==> src/rtl/seg_pkg.sv <==
// Shared definitions for the sum/carry seven-segment display: glyph table,
// blank patterns, digit-slot encoding and the operand snapshot record.
package seg_pkg;

    // Digit slot index; the value doubles as the anode bit position.
    typedef enum logic [1:0] {
        DigSum = 2'd0,
        DigCo  = 2'd1,
        DigB   = 2'd2,
        DigA   = 2'd3
    } digit_e;

    // Operand/result snapshot shown for one whole frame.
    typedef struct packed {
        logic [3:0] a;
        logic [3:0] b;
        logic       ci;
        logic [3:0] sum;
        logic       co;
    } snap_t;

    // All cathodes off (active-low).
    localparam logic [6:0] SegBlank = 7'b1111111;
    // All anodes off (active-low).
    localparam logic [3:0] AnOff    = 4'b1111;

    // Hex glyphs, active-low, bit order {g,f,e,d,c,b,a}; index 0 is the first entry.
    localparam logic [0:15][6:0] HexSegTable = '{
        7'b1000000,  // 0
        7'b1111001,  // 1
        7'b0100100,  // 2
        7'b0110000,  // 3
        7'b0011001,  // 4
        7'b0010010,  // 5
        7'b0000010,  // 6
        7'b1111000,  // 7
        7'b0000000,  // 8
        7'b0010000,  // 9
        7'b0001000,  // A
        7'b0000011,  // b
        7'b1000110,  // C
        7'b0100001,  // d
        7'b0000110,  // E
        7'b0001110   // F
    };

    // Active-low anode pattern lighting only the given digit.
    function automatic logic [3:0] digit_anode(input digit_e dig);
        return ~(4'b0001 << dig);
    endfunction

endpackage

==> src/rtl/seg7_hex_decode.sv <==
// Combinational hex nibble to active-low seven-segment glyph decoder.
module seg7_hex_decode
    import seg_pkg::*;
(
    input  logic [3:0] hex_i,
    output logic [6:0] seg_o
);

    // Table lookup of the glyph for the selected nibble.
    always_comb begin
        seg_o = HexSegTable[hex_i];
    end

endmodule

==> src/rtl/sum_seg_display.sv <==
// Four-digit multiplexed display of an external 4-bit adder: digit 3 = a,
// digit 2 = b, digit 1 = carry-out, digit 0 = sum, dp marks carry-in on digit 0.
// Operands are sampled once per frame so a frame never mixes old and new values.
// Each digit slot starts with a short all-off window to hide ghosting.
module sum_seg_display
    import seg_pkg::*;
#(
    parameter int unsigned REFRESH_DIV = 100000,
    parameter int unsigned BLANK_CYC   = 16
) (
    input  logic       clk,
    input  logic       rst,
    input  logic [3:0] a,
    input  logic [3:0] b,
    input  logic       ci,
    input  logic [3:0] sum,
    input  logic       co,
    output logic [6:0] seg,
    output logic       dp,
    output logic [3:0] an
);

    localparam int unsigned     CntW   = $clog2(REFRESH_DIV);
    localparam logic [CntW-1:0] CntMax = CntW'(REFRESH_DIV - 1);

    logic [CntW-1:0] cnt_q, cnt_d;
    digit_e          dig_q, dig_d;
    snap_t           snap_q, snap_d;
    logic [6:0]      seg_q, seg_d;
    logic            dp_q, dp_d;
    logic [3:0]      an_q, an_d;

    logic            slot_wrap;
    logic            in_blank;
    logic [3:0]      nibble;
    logic [6:0]      glyph;

    // Blank window test; a zero-length window is removed entirely.
    if (BLANK_CYC == 0) begin : g_no_blank
        assign in_blank = 1'b0;
    end else begin : g_blank
        assign in_blank = (32'(cnt_q) < BLANK_CYC);
    end

    // Slot counter, digit index and once-per-frame snapshot next state.
    always_comb begin
        slot_wrap = (cnt_q == CntMax);
        cnt_d     = cnt_q + 1'b1;
        dig_d     = dig_q;
        snap_d    = snap_q;
        if (slot_wrap) begin
            cnt_d = '0;
            dig_d = digit_e'(dig_q + 2'd1);
            // Capture only as the last digit hands over to digit 0.
            if (dig_q == DigA) begin
                snap_d = '{a: a, b: b, ci: ci, sum: sum, co: co};
            end
        end
    end

    // Digit-select mux feeding the single shared decoder.
    always_comb begin
        nibble = 4'h0;
        unique case (dig_q)
            DigSum: nibble = snap_q.sum;
            DigCo:  nibble = {3'b000, snap_q.co};
            DigB:   nibble = snap_q.b;
            DigA:   nibble = snap_q.a;
        endcase
    end

    seg7_hex_decode u_dec (
        .hex_i (nibble),
        .seg_o (glyph)
    );

    // Output next state from the current counter state; registered for one-cycle lag.
    always_comb begin
        seg_d = SegBlank;
        dp_d  = 1'b1;
        an_d  = AnOff;
        if (!in_blank) begin
            an_d  = digit_anode(dig_q);
            seg_d = glyph;
            dp_d  = ~((dig_q == DigSum) && snap_q.ci);
        end
    end

    // State and output registers with asynchronous reset to a dark display.
    always_ff @(posedge clk or posedge rst) begin
        if (rst) begin
            cnt_q  <= '0;
            dig_q  <= DigSum;
            snap_q <= '0;
            seg_q  <= SegBlank;
            dp_q   <= 1'b1;
            an_q   <= AnOff;
        end else begin
            cnt_q  <= cnt_d;
            dig_q  <= dig_d;
            snap_q <= snap_d;
            seg_q  <= seg_d;
            dp_q   <= dp_d;
            an_q   <= an_d;
        end
    end

    assign seg = seg_q;
    assign dp  = dp_q;
    assign an  = an_q;

endmodule

==> config.mk <==
export PLATFORM = sky130hd
export DESIGN_NAME = sum_seg_display
export DESIGN_NICKNAME = d
export VERILOG_FILES = /design/src/rtl/seg_pkg.sv /design/src/rtl/seg7_hex_decode.sv /design/src/rtl/sum_seg_display.sv
export SDC_FILE = /design/constraint.sdc
export NUM_CORES = 1
export LEC_CHECK = 0
export BUFFER_PORTS_ARGS = -buffer_cell sky130_fd_sc_hd__buf_2
export CAP_MARGIN = 30
export CORE_UTILIZATION = 35
export DETAILED_ROUTE_END_ITERATION = 16
export PLACE_DENSITY = 0.51
export REMOVE_ABC_BUFFERS = 1
export SYNTH_ARGS = -nofsm -noshare
export SYNTH_HDL_FRONTEND = slang
export SYNTH_SLANG_ARGS = --single-unit
==> constraint.sdc <==
create_clock -name clk -period 3.1 [get_ports clk]
set_clock_uncertainty 0.15 [all_clocks]
set_input_delay 0 -clock clk [delete_from_list [all_inputs] [get_ports clk]]
set_output_delay 0 -clock clk [all_outputs]
set_load 0.005 [all_outputs]
==> summary.md <==
| Metric | Value |
|---|---|
| Crit path arrival time | 2.55 ns |
| DR iter-0 viols | 48 |
| Placed cell area | 2520 sq um |
| RSZ-0062 raised after global routing | false |
| Period minus WS final | 2.478 ns |
| Initial antenna violation count | 0 |
| CTS Buf Count | 5 |
| Post-route worst setup slack | approximately 0.62 ns |
| Remaining Overflow, GRT | 0 |
| Met1 Track Usage GR | a little over a fifth |
| Initial Util | ~36% |
| Ys async rst share | 100.0% |
| GR Util met3 | under 10% |
| DR WL/cell | 14.40 microns |
| Area grow syn2layout | 22.11% |
| CTS tree | built |
| Crit path required time | 3.18 ns |
| Via Count | 1571 |
| Slew @ Worst Pin | between 0.5 and 0.6 ns |
| Critical Path, Cell by Cell | inv_1 > ha_1 > mux2i_1 > inv_1 > ha_1 > a21oi_1 > a211oi_1 > o21ai_0 |
| Clock Latency Late Sink | about 0.31 ns |
| Hold-fix buffers, CTS | 15 |
| Met2 Use GR | between 20% and 30% |
| Die height | 82.73 microns |
| Clock sink count | 45 |
| Final Cycle Share | 79.93% |
| Final HPWL DP | 3154 microns |
| Fin nets | 264 |
| Final setup viols | 0 |
| Final Max Tran Viols | 0 |
| Pwr dens | between 400 and 500 nW/um^2 |
| Antenna cells | 0 |
| Cell Rows | 29 |
| Max incr delay on CP | ~0.48 ns |
| Max clock buf depth | 2 |
| IO Count | 28 |
| Netlist cell types | 44 |
| Cell Area, Synth | 2281 sq um |
| Final core occ | roughly 44% |
| Tot GR Track Use | 14.77% |
| Pre-CTS setup slack | ~0.65 ns |
| WS Path Type | reg2reg |
| Clock-pin slew on the worst setup and hold paths | 0.10 ns |
| Htree depth | 2 |
| Crit path launch | dig_q[0] |
| Root Buffer | clkbuf_8 |
| Synth Flop Type | dfrtp_1 |
| Die area | between 6000 and 7000 sq um |
| CP max stage cell | mux2i_1 |
| Startpoint types | register |
| Synthesis-stage register bit count | 45 |
| Port Buffers | 27 |
| Synth Area per Inst | between 10 and 15 sq um |
| Worst Path Max Fanout | 9 |
| CP Capture Type | register |
| VDD IR max | 0.2321 mV |
| Largest net degree at the start of global routing | 32 |
| Antenna viol nets, final | 0 |
| First-pass GRT wire length | around 7400 microns |
| Die Width | slightly above 80 microns |
| Yosys warnings | 0 |
| Hold_ws | 0.03530 ns |
| Vias/cell | 5.003 |
| # DRC | 0 |
| Number of enable flip-flop cells after synthesis | 0 |
| Cells after Synth | 188 |
| Final Hold Viols | 0 |
| Fmax | 403.6 MHz |
| Core Area | 6314 sq um |
| Layout Cell Area excl Fill | 2785 sq um |
| Total setup buffers inserted after CTS | 0 |
| Fill cell count | 601 |
| Routed wire length | 4522 microns |
| Fraction of layout cells with a size suffix above 1 | 30.38% |
| Hold Path Class | in2async |
| Gr busiest metal | met1 |
| Max cap viols | 0 |
| Final RePlAce weighted congestion | 0.8129 |
| Relative slew slack | 62.68% |
| DR pass1 iterations | 4 |
| R2R depth | 8 |
| Run status | complete, no violations |
| Vias in the first global route | approximately 1500 |
| Sequential-to-total area share from yosys stat | approximately 50% |
| Post_cts resized | 0 |
| TNS Setup | 0 ns |
| Crit Reg-Reg Startpoint | dig_q[0] |
| Leakage Power | 1.341 nW |
-- final timing paths --
check | slack (ns) | end
setup / recovery | 0.62 | seg[3]
hold / removal | 0.04 | snap_q[13]
setup reg to reg | 0.62 | seg[3]
hold reg to reg | 0.32 | dp
max in group asynchronous | 2.21 | dp
min in group clk | 0.30 | snap_q[6]
-- logic make-up (layout without fill, tap and decap cells) --
logic type,after synthesis,after routing,share of synthesized area (%)
mux,21,21,11.85
xor+xnor,14,14,5.376
compound gates,21,21,7.132
fa+ha+maj,12,12,6.582
buf+inv,13,62,2.523
simple gates,62,62,16.51
flops,45,45,50.03
-- per-stage QoR --
| stage | std cells | power (mW) |
|---|---|---|
| 4_1_cts | 314 | 1.189 |
| 5_1_grt | 314 | 1.232 |
| 3_5_place_dp | 291 | 0.7125 |
| 2_1_floorplan | 185 | 0.6771 |
| 3_3_place_gp | 290 | 0.7102 |
| 6_report | 314 | 1.172 |
-- final cells by class --
class                           instances  area (sq um)  share of cell area (%)
Clock buffer                            5         68.82                   2.471
Clock inverter                          3         46.29                   1.662
Inverter                               10         37.54                   1.348
Multi-Input combinational cell        130          1082                   38.86
Sequential cell                        45          1141                   40.97
Tap cell                               77         96.34                   3.459
Timing Repair Buffer                   44         312.8                   11.23
-- power breakdown --
part	internal [mW]	leakage [nW]	total, mW	switching (mW)
combinational	0.0519	0.747	0.0954	0.0436
clock	0.241	0.0543	0.457	0.216
sequential	0.611	0.540	0.619	0.00836
total	0.904	1.34	1.17	0.268
-- placed cells by master (no fill, tap or decap), drive strengths merged, types with 2 or more instances in the layout --
| cell type | instances |
|---|---|
| mux2 | 15 |
| nand2 | 11 |
| dlygate4sd3 | 15 |
| and2 | 2 |
| o221ai | 5 |
| a211oi | 2 |
| clkbuf | 5 |
| dfrtp | 33 |
| a221oi | 2 |
| and3 | 6 |
| nand4 | 7 |
| inv | 10 |
| buf | 29 |
| mux2i | 6 |
| nor3 | 5 |
| ha | 12 |
| nor4 | 3 |
| dfstp | 12 |
| nand3 | 9 |
| xnor2 | 6 |
| nor2 | 11 |
| xor2 | 8 |
| o21ai | 2 |
| a21oi | 2 |
| nor2b | 3 |
-- registers in the layout (all words and copies together) (netlist names) --
| signal | cells |
|---|---|
| cnt_q | 17 |
| seg | 7 |
| an | 4 |
| dig_q | 2 |
| dp | 1 |
| snap_q | 14 |
-- worst max-delay path: cells and delay by family (launching register included) --
family	cells	cell delay, ns
AOI/OAI and AO/OA	3	0.37
adders and majority gates	2	0.68
muxes	1	0.48
buffers and inverters	2	0.31
DFF	1	0.41
-- synthesized netlist by cell type, types with 3 or more instances --
master	count	area, sq um
o221ai_1	5	43.79
xnor2_1	6	52.55
inv_1	10	37.54
nand2_1	11	41.29
nor2b_1	3	18.77
nand3_1	8	40.04
mux2i_1	6	60.06
dfrtp_1	33	825.8
dfstp_2	12	315.3
mux2_2	4	45.04
nor3_1	4	20.02
nor2_1	10	37.54
nand4_1	6	37.54
and3_1	6	37.54
mux2_4	11	165.2
ha_1	12	150.1
xor2_1	8	70.07
-- routing by layer --
metal  wire length, microns  up-vias
met1                   2291      755
met4                     37        0
met2                   2041       32
met3                    152        5
li1                       -      779
met5                      0        -
Note: power is estimated with default switching activity, not from simulation.
